===== config.mk =====
export PLATFORM = sky130hd
export DESIGN_NAME = addrreg_burst_ctrl
export DESIGN_NICKNAME = d
export VERILOG_FILES = /design/src/rtl/addrreg_burst_ctrl.sv
export SDC_FILE = /design/constraint.sdc
export NUM_CORES = 1
export LEC_CHECK = 0
export ABC_AREA = 1
export BUFFER_PORTS_ARGS = -buffer_cell sky130_fd_sc_hd__buf_2
export CORE_UTILIZATION = 45
export DETAILED_ROUTE_END_ITERATION = 8
export PLACE_DENSITY_LB_ADDON = 0.12
export SYNTH_ARGS = -nofsm -noshare
export SYNTH_HDL_FRONTEND = slang
export SYNTH_SLANG_ARGS = --single-unit

===== constraint.sdc =====
create_clock -name CLK -period 2.3 [get_ports CLK]
set_input_delay 0.575 -clock CLK [delete_from_list [all_inputs] [get_ports CLK]]
set_output_delay 0.575 -clock CLK [all_outputs]
set_load 0.05 [all_outputs]

===== src/rtl/addrreg_burst_ctrl.sv =====
// Sequencer/arbiter for two addrreg channels sharing one address bus.
// Handles channel loads, arbitration and post-incrementing bursts against a strobe/ready handshake.
module addrreg_burst_ctrl #(
    parameter int unsigned LEN_WIDTH = 4,
    parameter bit          FAIR      = 1'b1
) (
    input  logic                 CLK,
    input  logic                 RST,
    input  logic [1:0]           LD,
    input  logic [1:0]           REQ,
    input  logic [LEN_WIDTH-1:0] LEN0,
    input  logic [LEN_WIDTH-1:0] LEN1,
    input  logic                 MEM_RDY,
    output logic [1:0]           LOAD_bar,
    output logic [1:0]           INC,
    output logic [1:0]           ASSERT_bar,
    output logic [1:0]           GNT,
    output logic                 MEM_STB,
    output logic [1:0]           DONE,
    output logic                 BUSY
);

    typedef enum logic [1:0] {StIdle, StLoad, StXfer, StGap} state_e;

    state_e               state_q, state_d;
    logic                 sel_q, sel_d;
    logic [LEN_WIDTH-1:0] cnt_q, cnt_d;
    logic                 last_q, last_d;
    logic                 req_win;
    logic [1:0]           sel_oh;

    // Round-robin only matters when both request; a sole requester always wins.
    always_comb begin
        if (FAIR && (&REQ)) begin
            req_win = ~last_q;
        end else begin
            req_win = ~REQ[0];
        end
    end

    always_ff @(posedge CLK or posedge RST) begin
        if (RST) begin
            state_q <= StIdle;
            sel_q   <= 1'b0;
            cnt_q   <= '0;
            last_q  <= 1'b1;
        end else begin
            state_q <= state_d;
            sel_q   <= sel_d;
            cnt_q   <= cnt_d;
            last_q  <= last_d;
        end
    end

    always_comb begin
        state_d = state_q;
        sel_d   = sel_q;
        cnt_d   = cnt_q;
        last_d  = last_q;
        unique case (state_q)
            StIdle: begin
                if (|LD) begin
                    sel_d   = ~LD[0];
                    state_d = StLoad;
                end else if (|REQ) begin
                    sel_d   = req_win;
                    cnt_d   = req_win ? LEN1 : LEN0;
                    state_d = StXfer;
                end
            end
            StLoad: begin
                state_d = StIdle;
            end
            StXfer: begin
                if (MEM_RDY) begin
                    if (cnt_q == '0) begin
                        state_d = StGap;
                    end else begin
                        cnt_d = cnt_q - LEN_WIDTH'(1);
                    end
                end
            end
            StGap: begin
                last_d  = sel_q;
                state_d = StIdle;
            end
            default: begin
                state_d = StIdle;
            end
        endcase
    end

    assign sel_oh = sel_q ? 2'b10 : 2'b01;

    // INC is the only Mealy output: the pointer advances on the edge the word completes.
    always_comb begin
        LOAD_bar   = 2'b11;
        ASSERT_bar = 2'b11;
        INC        = 2'b00;
        GNT        = 2'b00;
        MEM_STB    = 1'b0;
        DONE       = 2'b00;
        BUSY       = (state_q != StIdle);
        unique case (state_q)
            StLoad: begin
                LOAD_bar = ~sel_oh;
            end
            StXfer: begin
                ASSERT_bar = ~sel_oh;
                GNT        = sel_oh;
                MEM_STB    = 1'b1;
                INC        = MEM_RDY ? sel_oh : 2'b00;
            end
            StGap: begin
                DONE = sel_oh;
            end
            default: begin
            end
        endcase
    end

endmodule


Yosys cells after proc, flatten, opt, wreduce, memory -nomap -nowiden
Index checks and enable logic that the tools add are counted.

word-level totals
  register bits after elaboration = 8
  input port bits = 15
  output and inout port bits = 12
  word-level logic and storage cells = 52

cells by class
  add/subtract/negate cells = 1
  eq/ne operators = 9
  muxes and demuxes = 22
  bitwise gates (word level) = 4
  reductions and logical operators = 12

operator list
  kind                   number
  $mux W2                11
  $mux W4                5
  $ne A2 B2 Y1 const B   5
  $pmux W4 S2            1
  $pmux W2 S3            1
  $reduce_bool A2 Y1     3
  $reduce_or A2 Y1       3
  $reduce_and A5 Y1      1
  $eq A2 B2 Y1 const B   2
  $logic_not A4 Y1       1
  $mux W1                4
  $reduce_and A2 Y1      2
  $sub A4 B1 Y4 const B  1
  $ne A3 B3 Y1 const B   1
  $not A1 Y1             3
  $reduce_and A3 Y1      1
  $eq A2 B1 Y1 const B   1
  $logic_not A2 Y1       1
  $not A2 Y2             1

Logic depth before layout (Yosys ltp)
  depth after elaboration = 6
  depth in mapped cells = 8
  mapped depth without buffers = 8

Worst setup path before layout
OpenSTA, ideal clock, no wires.

  kind = flip-flop to output port
  start point = reg state_q[0]
  end point = out INC[0]
  arrival time = 2340 ps
  data required time = 1725 ps
  path slack = -615 ps
  cell stages (with the launch flop) = 7
  path buffers = 1
  cells stage by stage = dfrtp_1 > nor2_4 > inv_2 > buf_6 > nor2_4 > inv_1 > nor2_1

on the way
  longest elaborated chain between the ends = 2

RTL lines
  element                 RTL line  text
  start, declared         25        state_e state_q, state_d;
  start signal, assigned  43        state_q <= StIdle;
  start signal, assigned  48        state_q <= state_d;
  $eq A2 B2 Y1            104       unique case (state_q)
  $mux W2                 104
  end, declared           15        output logic [1:0] INC,

Every way passes these cells.

Worst setup path in the final report
Same ends and word-level chain as after synthesis.

==> summary.md <==
| Metric | Value |
|---|---|
| Share of cells above drive strength 1 | 31.3% |
| Type of the tightest min-delay check | in -> async |
| Mapped Area | 662 um2 |
| Flops & latches, synth | 8 |
| Slew Limit Fails | 0 |
| Gr ovfl total | 0 |
| Area grow syn2layout | 27.0% |
| Most frequent cells in the layout | nand2_1, buf_2, inv_1, nand3_1 |
| EDFF count, synth | 0 |
| Drt initial violations | 15 |
| Worst skew pair latency | 0.26 ns |
| Rows | 13 |
| Final Instance Count excl. Fillers | 146 |
| Endpoint type of the worst setup path | primary output |
| ANT nets after route | 0 |
| Num CTS Buffers | 3 |
| Commonest non-fill, non-tap cell in the layout | nand2_1 |
| P_leak | 0.494 nW |
| Startpoint Class | flip-flop |
| Setup slack, reg-to-reg | 0.97 ns |
| Largest net degree at the start of global routing | 12 |
| Drt wl/cell | 9.38 um |
| Crit-path cells | nor2_4 -> inv_2 -> nor2_4 -> inv_1 -> nor2_4 -> buf_2 |
| Bufs and invs on worst path | 3 |
| Syn Nets | 118 |
| Crit path max fanout | 11 |
| Power Dens Cells | 1330 nW/um2 |
| Crit Path Class | reg -> out |
| Synth Warn # | 0 |
| I/O pin count | 27 |
| I/O Buffers | 26 |
| FMAX | 461 MHz |
| Vias | 688 |
| Worst-path clk slew | 0.06 ns |
| Top FF cell, synth | dfrtp_1 |
| Async set or reset register ratio after synthesis | 100% |
| CP top delay family | buffers and inverters |
| VDD IR max | 618 uV |
| Chip Height | 40.4 um |
| Final Hold Fails | 0 |
| Clk_skew | 0.00737 ns |
| Initial cell density of the core | 49.6% |
| RR Startpoint | state_q[0] |
| Final Cycle Share | 94.3% |
| Mean Syn Cell Area | 6.49 um2 |
| H-tree depth | 1 |
| Worst-margin pin slew | 0.341 ns |
| CP Data Arrival Time | 1.59 ns |
| Final setup fails | 0 |
| Cell count after synthesis | 102 |
| Crit-path max cell delay | 0.45 ns |
| Worst r2r dst | cnt_q[1] |
| Vias/cell | 4.71 |
| TritonRoute pass-1 iters | 6 |
| Final #Nets | 148 |
| Inst Count DP | 142 |
| GP Congestion | 0.805 |
| CTS tree | done |
| Synth unique cells | 18 |
| ANT cells | 0 |
| Relative slew slack | 77.2% |
| DRC Markers | 0 |
| Worst EP required | 1.73 ns |
| Clock Path Buffers | 2 |
| Setup tns final | 0 ns |
| Reg2Reg Depth | 6 |
| CTS root buf | clkbuf_4 |
| Crit-path slowest cell | dfrtp_1 |
| All-Layer GR Usage | 21.0% |
| Chip width | 40.4 um |
| Post-synthesis sequential area ratio | 30.4% |
| Total Die Area | 1630 um2 |
| Final HPWL from detailed placement | 1110 um |
| Core Box Area | 1330 um2 |
| CTS Sinks | 8 |
| RSZ-0062 raised after global routing | no |
| Maximum capacitance violations | 0 |
| Status | finished clean |
| Vias in the first global route | 543 |
| Hold buffers post-CTS | 0 |
| CP dominant cell by count | nor2_4 |
| Post-CTS Setup Repair Bufs | 0 |
| Initial antenna violation count | 0 |
| CTS resizes | 0 |
| Tmin final | 2.17 ns |
| First-pass GRT wire length | 2110 um |
| Final wirelength | 1370 um |
## stage by stage
step	setup WS, ns	hold WS (ns)	total power, mW	utilization, %	instance area (um2)
2_1_floorplan	-0.254	0.390	0.875	-	677
3_3_place_gp	0.470	0.467	0.991	61.1	815
3_5_place_dp	0.423	0.472	0.998	61.1	815
4_1_cts	0.140	0.260	1.12	63.0	841
5_1_grt	0.0189	0.278	1.22	63.0	841
6_report	0.130	0.258	1.12	63.0	841
## worst reg2reg max path: cells and delay by family (launching register included)
kind | cells | cell delay, ns
DFF | 1 | 0.45
buffers and inverters | 1 | 0.16
and+or+nand+nor | 5 | 0.67
## final cells by class
cell class,instances,area (um2)
tap,15,18.8
fill,125,493
multi-input combinational,71,382
clock buffer,4,26.3
sequential,8,201
inverter,22,82.6
timing repair buffer,26,130
## cells by family (layout without fill, tap and decap cells)
kind of cell	after synthesis	in the layout	share of synthesized area, %
buffers and inverters	23	52	14.2
flip-flops	8	8	30.4
XOR/XNOR	1	1	1.32
adder cells (fa/ha/maj)	1	1	1.89
AND/OR/NAND/NOR	62	62	42.7
AO/OA/AOI/OAI	7	7	9.45
## state kept, by name, indices dropped and copies added (netlist names)
name     cells
state_q      2
sel_q        1
cnt_q        4
last_q       1
## cell usage after synthesis, drive strengths merged (2+ instances only)
library cell,n,share of area [%]
nor2,13,12
nand2,34,19
dfrtp,7,26
o21ai,2,3.2
nand3,14,11
a21oi,3,4.0
inv,22,12
## layer usage
layer	global-route usage (%)	wire [um]
met5	0	0
met4	10.0	13
met3	8.33	73
met2	36.5	667
met1	21.7	614
## worst max-delay path by stage
stage	depth (start not counted)	slack, ns	from	endpoint
3_5_place_dp	6	0.42	state_q[0]	INC[0]
5_1_grt	6	0.02	state_q[0]	INC[0]
6_report	6	0.13	state_q[0]	INC[0]
3_3_place_gp	6	0.47	state_q[0]	INC[1]
2_1_floorplan	6	-0.25	state_q[0]	INC[0]
4_1_cts	6	0.14	state_q[0]	INC[0]
## report_power, final
part	switching [mW]	total [mW]	internal [mW]
clock	0.0519	0.119	0.0666
sequential	0.0714	0.287	0.216
combinational	0.516	0.711	0.195
total	0.639	1.12	0.478
Note: power is estimated with default switching activity, not from simulation.
